**src/rtl/minterm_lut_reg.sv**
```systemverilog
// minterm_lut_reg
// Registered truth-table evaluator. Each channel holds its own serially
// loaded 2^N_IN-entry truth table. In IDLE, every channel's registered
// output follows the table entry selected by in_vec. On request, a built-in
// sweep engine steps through every minterm and streams the minterm index
// together with the registered outputs.
//
// Ports
//   clk          rising-edge clock
//   clr_n        asynchronous active-low reset; clears the tables as well
//   ld_en        serial load strobe; one table bit per cycle
//   ld_ch        channel whose table receives the bit
//   ld_bit       bit written at the shared load pointer
//   ld_rst       returns the load pointer to 0; overrides ld_en
//   in_vec       live input vector; the MSB is variable A
//   sweep_start  requests an exhaustive minterm sweep (accepted in IDLE only)
//   out_q        registered outputs; bit c belongs to channel c
//   sweep_m      minterm index that matches out_q during a sweep
//   sweep_valid  out_q and sweep_m hold a sweep sample
//   sweep_done   one-cycle pulse after the last sweep sample
//   busy         a sweep is in progress (state other than IDLE)
//   ld_wrap      one-cycle pulse after the write at pointer TT-1
module minterm_lut_reg #(
  parameter int N_IN = 4,
  parameter int N_CH = 2,
  localparam int CH_W = (N_CH > 1) ? $clog2(N_CH) : 1
) (
  input  logic            clk,
  input  logic            clr_n,
  input  logic            ld_en,
  input  logic [CH_W-1:0] ld_ch,
  input  logic            ld_bit,
  input  logic            ld_rst,
  input  logic [N_IN-1:0] in_vec,
  input  logic            sweep_start,
  output logic [N_CH-1:0] out_q,
  output logic [N_IN-1:0] sweep_m,
  output logic            sweep_valid,
  output logic            sweep_done,
  output logic            busy,
  output logic            ld_wrap
);

  localparam int TT = 1 << N_IN;

  // The sweep counter has one extra bit, so the compare against the last
  // minterm cannot alias.
  localparam logic [N_IN:0]   M_LAST   = (N_IN + 1)'(TT - 1);
  localparam logic [N_IN-1:0] PTR_LAST = '1;

  typedef enum logic [1:0] {
    IDLE  = 2'd0,
    SWEEP = 2'd1,
    DONE  = 2'd2
  } state_t;

  state_t          state;
  logic [TT-1:0]   tt [N_CH];
  logic [N_IN-1:0] ld_ptr;
  logic [N_IN:0]   m;

  assign busy = (state != IDLE);

  // DONE lasts two cycles. In the first cycle, sweep_done is raised.
  // In the second cycle, sweep_done is cleared and the FSM returns to IDLE.
  // Because of this, the sweep_done register also marks which of the two
  // DONE cycles is current.
  // Loads and ld_rst take effect only in IDLE. While busy they are ignored.
  always_ff @(posedge clk or negedge clr_n) begin
    if (!clr_n) begin
      for (int c = 0; c < N_CH; c++) begin
        tt[c] <= '0;
      end
      ld_ptr      <= '0;
      state       <= IDLE;
      m           <= '0;
      out_q       <= '0;
      sweep_m     <= '0;
      sweep_valid <= 1'b0;
      sweep_done  <= 1'b0;
      ld_wrap     <= 1'b0;
    end else begin
      ld_wrap <= 1'b0;
      case (state)
        IDLE: begin
          sweep_valid <= 1'b0;
          sweep_done  <= 1'b0;
          for (int c = 0; c < N_CH; c++) begin
            out_q[c] <= tt[c][in_vec];
          end
          if (ld_rst) begin
            ld_ptr <= '0;
          end else if (ld_en) begin
            for (int c = 0; c < N_CH; c++) begin
              if (c == int'(ld_ch)) begin
                tt[c][ld_ptr] <= ld_bit;
              end
            end
            ld_ptr  <= ld_ptr + N_IN'(1);
            ld_wrap <= (ld_ptr == PTR_LAST);
          end
          if (sweep_start) begin
            state <= SWEEP;
            m     <= '0;
          end
        end
        SWEEP: begin
          for (int c = 0; c < N_CH; c++) begin
            out_q[c] <= tt[c][m[N_IN-1:0]];
          end
          sweep_m     <= m[N_IN-1:0];
          sweep_valid <= 1'b1;
          m           <= m + (N_IN + 1)'(1);
          if (m == M_LAST) begin
            state <= DONE;
          end
        end
        DONE: begin
          sweep_valid <= 1'b0;
          if (!sweep_done) begin
            sweep_done <= 1'b1;
          end else begin
            sweep_done <= 1'b0;
            state      <= IDLE;
          end
        end
        default: begin
          state <= IDLE;
        end
      endcase
    end
  end

endmodule

```
**config.mk**
```make
export PLATFORM = sky130hd
export DESIGN_NAME = minterm_lut_reg
export DESIGN_NICKNAME = d
export VERILOG_FILES = /design/src/rtl/minterm_lut_reg.sv
export SDC_FILE = /design/constraint.sdc
export NUM_CORES = 1
export LEC_CHECK = 0
export CORE_ASPECT_RATIO = 2
export CORE_MARGIN = 2
export CORE_UTILIZATION = 59
export DETAILED_ROUTE_END_ITERATION = 8
export GPL_ROUTABILITY_DRIVEN = 0
export PLACE_DENSITY_LB_ADDON = 0.12
export SYNTH_ARGS = -nofsm -noshare
export SYNTH_HDL_FRONTEND = slang
export SYNTH_SLANG_ARGS = --single-unit
```
**constraint.sdc**
```tcl
create_clock -name clk -period 2.1 [get_ports clk]
set_clock_uncertainty 0.2 [all_clocks]
set_input_delay 0.525 -clock clk [delete_from_list [all_inputs] [get_ports clk]]
set_output_delay 0.525 -clock clk [all_outputs]
set_load 0.05 [all_outputs]
```
==> impl_metrics.py, run 1 <==
metrics = {
    "finish": {
        "drive_above_1_share_pct": 32.16,
        "nets": 300,
        "syn_to_final_growth_pct": 16.41,
        "stdcell_area_sq_um": 3443,
        "diodes": 0,
        "finalNonFillerCells": 340,
    },
    "timing": {
        "drv_slew": 0,
        "fmax_mhz": 486.2,
        "rsz0062_at_grt": "true",
        "finalCriticalPeriod_ps": 2057,
        "slew_headroom_pct": 63.62,
        "tightest_slew_ps": 545.7,
        "finalHoldViolations": 0,
        "fin_crit_sh_pct": 97.94,
        "setup-violations-final": 0,
        "setup_tns_ps": 0,
    },
    "clocking": {
        "path_clk_slew_ps": 90,
        "cts_made_buffers": 5,
        "clockRootBuffer": "clkbuf_8",
        "cts.sinks": 52,
        "clockBufferDepth": 2,
        "cts_tree": "yes",
        "cts_htree_levels": 2,
        "clk_latency_ps": 310,
    },
    "synthesis": {
        "synthArstFlopShare_pct": 100.0,
        "synthTopCellsByArea": "dfrtp_1 (44%), mux4_2 (9.9%), mux2_2 (7.6%), nand2_1 (5.5%), mux2i_1 (4.4%)",
        "synth_cells": 248,
        "synth_most_common_cell": "dfrtp_1",
        "synthFlopType": "dfrtp_1",
        "yosys_warnings": 0,
        "synth_top_cells_by_count": "dfrtp_1 (52), nand2_1 (43), mux2_2 (20)",
        "syn_nets": 265,
        "synth-seq-cells": 52,
        "syn-cell-area_sq_um": 2958,
        "yosysUniqueCellTypes": 41,
        "yosys.area.top_type": "dfrtp_1",
        "synth_edf_count": 0,
        "synth.avg_cell_area_sq_um": 11.93,
        "synth_top_cell_area_share_pct": 43.99,
        "yosysSeqAreaShare_pct": 43.99,
    },
    "power_and_ir_drop": {
        "p_leak_uw": 0.001664,
        "fin_total_pwr_uw": 3754,
        "pwr_density_cell_nw_per_um2": 1090,
        "peakVddDrop_uv": 999.7,
    },
    "critical_path": {
        "critPathLaunchType": "flip-flop",
        "cpMostUsedCell": "buf_6",
        "cp_slowest_cell": "dfrtp_1",
        "cp_data_required_time_ps": 1370,
        "endpoint_kind": "output port",
        "critPathKind": "flip-flop to output port",
        "critical_path_peak_fanout": 13,
        "max_stage_delay_ps": 420,
        "arrival_ps": 1330,
        "path_cells": "buf_6, nor2_1, buf_4, inv_2, buf_6",
    },
    "global_routing": {
        "grt_pass1_wl_mm": 10.33,
        "grt_pass1_vias": 2083,
        "gr-total-overflow": 0,
        "grt_max_degree": 33,
        "grt_use_total_pct": 25.76,
        "antenna_found_initial": 0,
    },
    "detailed_routing": {
        "ant_nets": 0,
        "finalWirelength_mm": 6.330,
        "vias": 2058,
        "avgViaCountPerCell": 6.053,
        "routedWlPerCell_um": 18.62,
        "remaining_drc_errors": 0,
        "dr.pass1.iters": 4,
        "drtIter0Drc": 45,
    },
    "floorplan": {
        "die_h_um": 104.1,
        "core_area_sq_um": 4865,
        "start_util_pct": 60.80,
        "die_area_sq_um": 5630,
        "num_rows": 36,
        "io_pins": 21,
        "die_x_um": 54.07,
    },
    "hold_path": {
        "hold_path.class": "flip-flop to flip-flop",
    },
    "placement": {
        "place_hpwl_mm": 4.871,
        "post_dp_cell_area_sq_um": 3318,
        "dp_cells": 330,
        "port_buffers": 20,
    },
    "run_status": {
        "status": "completed",
    },
    "run": {
        "drv_cap": 0,
    },
}
==> area by class of cell <==
cell class                 count  area (sq um)
timing repair buffer          44         401.6
multi-input combinational    174          1569
clock inverter                 1         5.005
tap                           57         71.32
sequential                    52          1301
clock buffer                   6         72.57
inverter                       6         22.52
fill                         347          1421
==> report_power, final <==
part           internal [uW]  leakage [uW]  switching (uW)
clock                    227     0.0000410             313
sequential              1220      0.000689             267
combinational            761      0.000934             965
==> cell usage in the layout, fill, tap and decap left out, types with 3 or more instances in the layout <==
master and n:
buf_4 26, mux2i_1 13, nand2_1 41, buf_6 4
nand3_1 7, dlygate4sd2_1 3, nor3b_4 3, dfrtp_1 52
inv_1 5, and4_1 4, mux2_2 20, nor2_1 8
mux2_4 8, ha_1 6, mux4_2 14, clkbuf_8 5
a22o_1 4, nor2b_1 6, mux2_1 7, o21ai_0 4
clkdlybuf4s50_1 5, a21o_1 3, buf_12 3
==> cells by family (layout without fill, tap and decap cells) <==
group / Yosys count / in the layout / synth area share, %
buf+inv: 22 / 57 / 3.341
mux: 62 / 62 / 29.53
flops: 52 / 52 / 43.99
simple gates: 82 / 82 / 14.59
fa+ha+maj: 6 / 6 / 2.538
compound gates: 24 / 24 / 6.007
==> critical path, delay by kind of cell (launching register included) <==
family        cells  cell delay, ps
simple gates      1             100
flops             1             420
buf+inv           4             510
==> metal layers <==
layer | GRT usage, % | share of wire [%]
met1 | 29.86 | 39
met2 | 44.43 | 56
met3 | 3.879 | 1.9
met4 | 11.43 | 3.1
met5 | 0 | 0
==> repair_timing <==
item                       4_1_cts  5_1_grt
hold buffers                     1        0
setup endpoints to repair       31        9
setup buffers                    2        0
pin swaps                        4        3
gates resized for setup         11        4
hold endpoints to repair        18        0
==> worst paths after layout <==
check,startpoint,to,slack [ps],cells after the start
hold / removal,sweep_m[2],sweep_m[2],280,2
hold reg to reg,sweep_m[2],sweep_m[2],280,2
min in group asynchronous,clr_n,sweep_m[1],480,2
setup reg to reg,state[1],tt[31],80,7
max in group asynchronous,clr_n,tt[5],610,3
setup / recovery,state[1],busy,40,5
==> metrics by stage <==
step	setup WS (ps)	util, %	hold slack, ps
finish	43.16	70.78	283.2
global route	-21.91	70.78	310.1
floorplan	11.03	-	29.41
CTS	1.993	70.65	285.7
detailed placement	-561.1	68.21	264.4
global placement	-511.0	68.21	260.5
==> sequential cells by signal, indices dropped and copies added (netlist names) <==
register     cells
tt              32
m                5
ld_ptr           4
sweep_m          4
out_q            2
state            2
ld_wrap          1
sweep_done       1
sweep_valid      1
Note: power is estimated with default switching activity, not from simulation.
==> run 2, diff against run 1 <==
Settings changed: CORE_ASPECT_RATIO 2 to 0.6.
==> run 2 against run 1 <==
The run now ends with hold timing, setup timing left. Sequential share of layout area fell by 1.3 points. Worst hold slack lost 300 ps. Largest power group unchanged. Highest routed layer unchanged. Critical endpoint is now tt[29]. Routed wire length is 9.0% higher. Clock power grew 74%.
==> impl_metrics.py, run 2 (synthesized netlist as in run 1, its figures left out) <==
metrics = {
    "run_status": {
        "status": "finished, violations left",
        "violations": "hold timing, setup timing",
    },
    "timing": {
        "fin_crit_sh_pct": 101.4,
        "tightest_slew_ps": 531.8,
        "drv_slew": 0,
        "finalCriticalPeriod_ps": 2129,
        "setup-violations-final": 1,
        "slew_headroom_pct": 64.55,
        "whs_ps": -17.48,
        "finalHoldViolations": 28,
        "rsz0062_at_grt": "true",
        "setup_ws_ps": -29.25,
        "fmax_mhz": 469.6,
    },
    "critical_path": {
        "critPathKind": "flip-flop to flip-flop",
        "crit_start": "state[1]",
        "critPathLaunchType": "flip-flop",
        "reg2reg_depth": 4,
        "arrival_ps": 2130,
        "rrSetupSlack_ps": -30,
        "critical_path_peak_fanout": 4,
        "critPathTopFamily": "simple AND/OR/NAND/NOR gates",
        "cp_slowest_cell": "or4b_4",
        "crit_buf_inv": 0,
        "path_cells": "or4b_4, nor3b_4, nand2_1, mux2_4",
        "rr_endpoint": "tt[29]",
        "path_depth": 4,
        "endpoint_kind": "flip-flop",
        "max_stage_delay_ps": 620,
        "r2r-start": "state[1]",
        "endpoint": "tt[29]",
        "cp_data_required_time_ps": 2100,
    },
    "power_and_ir_drop": {
        "peakVddDrop_uv": 840.7,
        "pwr_density_cell_nw_per_um2": 1170,
        "p_leak_uw": 0.001722,
        "fin_total_pwr_uw": 4169,
    },
    "clocking": {
        "clockBufferDepth": 2,
        "cts_tree": "yes",
        "clk_latency_ps": 310,
        "cts_htree_levels": 2,
        "path_clk_slew_ps": 100,
        "cts_made_buffers": 5,
        "hold_buffers": 0,
        "cts.sinks": 52,
        "clockRootBuffer": "clkbuf_8",
    },
    "finish": {
        "multiInputGateArea_sq_um": 1578,
        "final_common_cell": "dfrtp_1",
        "drive_above_1_share_pct": 32.98,
        "fill_cells": 319,
        "syn_to_final_growth_pct": 20.43,
        "top_regs": "tt x32, m x5",
        "diodes": 0,
        "finalNonFillerCells": 348,
        "nets": 301,
        "stdcell_area_sq_um": 3562,
        "seq_area_sq_um": 1301,
        "final_cell_mix": "dfrtp_1 (52), nand2_1 (42), buf_4 (26)",
        "top_register": "tt",
        "largest_reg_flops": 32,
    },
    "detailed_routing": {
        "remaining_drc_errors": 0,
        "drtIter0Drc": 174,
        "finalWirelength_mm": 6.899,
        "vias": 2136,
        "routedWlPerCell_um": 19.82,
        "dr.pass1.iters": 4,
        "avgViaCountPerCell": 6.138,
        "ant_nets": 0,
    },
    "global_routing": {
        "grt_use_total_pct": 27.58,
        "antenna_found_initial": 0,
        "grt_max_degree": 53,
        "grt_pass1_wl_mm": 11.26,
        "grt_pass1_vias": 2049,
        "gr-total-overflow": 0,
    },
    "placement": {
        "dp_slack_ps": -566.1,
        "dp_cells": 337,
        "post_dp_cell_area_sq_um": 3346,
        "place_hpwl_mm": 4.817,
        "port_buffers": 20,
    },
    "floorplan": {
        "die_area_sq_um": 5614,
        "io_pins": 21,
        "start_util_pct": 62.84,
        "die_h_um": 58.85,
        "core_area_sq_um": 4707,
        "die_x_um": 95.41,
        "num_rows": 19,
    },
    "run": {
        "drv_cap": 0,
    },
    "hold_path": {
        "hold_path.class": "input port to async pin",
    },
}
[run 2: cell type report]
| cell class | instances | share of cell area (%) |
|---|---|---|
| clock buffer | 5 | 1.932 |
| timing repair buffer | 45 | 11.87 |
| multi-input combinational | 174 | 44.29 |
| inverter | 6 | 0.6322 |
| tap | 63 | 2.213 |
| clock inverter | 3 | 2.529 |
| sequential | 52 | 36.53 |
[run 2: layer usage]
layer,up-vias,global-route usage [%],share of wire (%)
met3,7,5.634,5.9
met2,68,39.44,43
met4,0,5.714,0.80
met1,1093,43.82,51
li1,968,-,-
met5,-,0,0
[run 2: worst min-delay path by stage]
stage | startpoint | depth (start not counted) | to | slack [ps]
after detailed placement | sweep_m[1] | 2 | sweep_m[1] | 270
final | clr_n | 2 | tt[17] | -20
after floorplan | clr_n | 0 | ld_ptr[0] | 30
after global routing | clr_n | 2 | tt[1] | 8
after CTS | clr_n | 2 | tt[17] | 3
after global placement | sweep_m[0] | 2 | sweep_m[0] | 260
[run 2: where the power goes]
part / internal, uW / switching, uW / total (uW)
combinational: 783 / 951 / 1730
clock: 596 / 348 / 944
sequential: 1220 / 271 / 1490
total: 2600 / 1570 / 4170
[run 2: what timing repair did]
action | in CTS | in global routing
endpoints found under the setup margin | 19 | 12
resized for setup | 11 | 5
setup buffers | 1 | 2
pin swaps | 3 | 1
[run 2: metrics by stage]
stage	TNS [ps]	utilization, %
finish	-29.25	75.68
global route	-269.4	75.68
CTS	-22.98	74.93
detailed placement	-13030	71.08
global placement	-11570	71.08
floorplan	0	-
==> run 3, diff against run 2 <==
Settings changed: CORE_UTILIZATION 59 to 35, SKIP_LAST_GASP set to 1.
==> run 3 against run 2 <==
The run now ends clean. Sequential power is essentially flat. Clock-buffer cell count increased by 3. Routed wire length grew 5.9%. Non-clock buffer count grew 1. Worst hold slack improved by 20 ps. Largest cell class unchanged. Largest power group unchanged.
==> impl_metrics.py, run 3 (synthesized netlist as in run 1, its figures left out) <==
metrics = {
    "power_and_ir_drop": {
        "p_clk_share_pct": 20.5,
        "seq_power_share_pct": 37.0,
        "comb_power_share_pct": 42.5,
        "pwr_density_cell_nw_per_um2": 1129,
        "internal_power_uw": 2452,
        "p_leak_uw": 0.001709,
        "switching_power_uw": 1581,
        "peakVddDrop_uv": 378.6,
        "p_sw_share_pct": 39.21,
    },
    "critical_path": {
        "critPathTopFamily": "simple AND/OR/NAND/NOR gates",
        "cp_data_required_time_ps": 2080,
        "max_stage_delay_ps": 600,
        "arrival_ps": 2060,
        "r2r-start": "state[0]",
        "endpoint_kind": "flip-flop",
        "crit_buf_inv": 0,
        "cp_slowest_cell": "or4b_4",
        "rr_endpoint": "tt[24]",
        "reg2reg_depth": 4,
        "critPathKind": "flip-flop to flip-flop",
        "path_cells": "or4b_4, nor3b_4, nand2_1, mux2_4",
        "rrSetupSlack_ps": 20,
        "critPathLaunchType": "flip-flop",
        "critical_path_peak_fanout": 4,
    },
    "clocking": {
        "cts_htree_levels": 2,
        "cts.sinks": 52,
        "clockBufferDepth": 2,
        "path_clk_slew_ps": 60,
        "clk_latency_ps": 290,
        "cts_made_buffers": 5,
        "cts_tree": "yes",
        "clockRootBuffer": "clkbuf_16",
        "hold_buffers": 0,
    },
    "detailed_routing": {
        "vias": 2048,
        "ant_nets": 0,
        "routedWlPerCell_um": 18.54,
        "dr.pass1.iters": 4,
        "avgViaCountPerCell": 5.198,
        "finalWirelength_mm": 7.303,
        "remaining_drc_errors": 0,
        "drtIter0Drc": 99,
    },
    "finish": {
        "syn_to_final_growth_pct": 20.73,
        "top_regs": "tt x32, m x5",
        "fill_cells": 766,
        "largest_reg_flops": 32,
        "final_common_cell": "dfrtp_1",
        "nets": 302,
        "stdcell_area_sq_um": 3571,
        "diodes": 0,
        "final_cell_mix": "dfrtp_1 (52), nand2_1 (43), buf_4 (30)",
        "drive_above_1_share_pct": 32.87,
        "top_register": "tt",
    },
    "timing": {
        "finalCriticalPeriod_ps": 2077,
        "tightest_slew_ps": 523.7,
        "drv_slew": 0,
        "fin_crit_sh_pct": 98.92,
        "slew_headroom_pct": 65.08,
        "whs_ps": 2.834,
        "setup_tns_ps": 0,
        "fmax_mhz": 481.4,
        "setup-violations-final": 0,
        "rsz0062_at_grt": "true",
        "finalHoldViolations": 0,
    },
    "run_status": {
        "status": "completed",
    },
    "floorplan": {
        "die_area_sq_um": 9226,
        "die_x_um": 122.7,
        "io_pins": 21,
        "core_area_sq_um": 8039,
        "num_rows": 25,
        "die_h_um": 75.21,
        "start_util_pct": 36.79,
    },
    "run": {
        "drv_cap": 0,
    },
    "placement": {
        "place_hpwl_mm": 5.380,
        "post_dp_cell_area_sq_um": 3392,
        "port_buffers": 20,
    },
    "global_routing": {
        "grt_use_total_pct": 17.75,
        "gr-total-overflow": 0,
        "grt_max_degree": 35,
        "grt_pass1_vias": 2042,
        "grt_pass1_wl_mm": 11.98,
        "antenna_found_initial": 0,
    },
    "hold_path": {
        "hold_path.class": "input port to async pin",
    },
}
## run 3: cell count changes in the layout (fill, tap and decap cells not counted), sizes merged
| cell | before | now |
|---|---|---|
| dlygate4sd2 | 3 | 1 |
| buf | 36 | 37 |
| bufinv | 3 | 0 |
| clkbuf | 5 | 10 |
## run 3: worst register-to-register path, stage by stage (launching register included)
cell and delay, ps:
dfrtp_1 420, or4b_4 600, nor3b_4 320, nand2_1 120, mux2_4 310
## run 3: per-stage QoR
stage	instances	total power, uW	worst slack [ps]	util, %
after global placement	384	3151	-576.9	42.19
final	394	4033	22.62	44.42
after floorplan	248	2547	11.03	-
after CTS	394	4067	-9.053	44.34
after detailed placement	384	3166	-585.6	42.19
after global routing	394	4294	-53.07	44.42
## run 3: how the worst max path moves through the flow
stage | end | slack [ps] | start | cells past startpoint
global placement | out_q[1] | -580 | in_vec[0] | 7
detailed placement | out_q[1] | -590 | in_vec[0] | 7
floorplan | out_q[0] | 10 | in_vec[0] | 5
global route | tt[20] | -50 | state[0] | 4
CTS | tt[25] | -9 | state[1] | 4
finish | tt[24] | 20 | state[0] | 4
## run 3: layout make-up
cell class                      count  area [sq um]  share of cell area (%)
Clock buffer                        8         146.4                   4.100
Inverter                            6         22.52                  0.6307
Multi-Input combinational cell    174          1572                   44.01
Sequential cell                    52          1301                   36.44
Tap cell                          108         135.1                   3.784
Timing Repair Buffer               46         394.1                   11.04
## run 3: layer usage
layer	up-vias	wire [um]	global-route usage, %
met5	-	0	0
met4	0	72	4.725
met3	7	464	3.788
met2	40	2785	24.06
met1	1021	3980	28.10
li1	980	-	-
## run 3: power by group through the flow
stage	clock network, uW	logic, uW	registers, uW
final	828	1720	1490
after global routing	884	1880	1530
after CTS	861	1720	1490
after detailed placement	0	1660	1500
after global placement	0	1650	1500
after floorplan	0	926	1620
## run 3: what timing repair did
action	4_1_cts	5_1_grt
buffers inserted	2	0
pin swaps	4	10
resized for setup	10	7
endpoints found under the setup margin	30	14
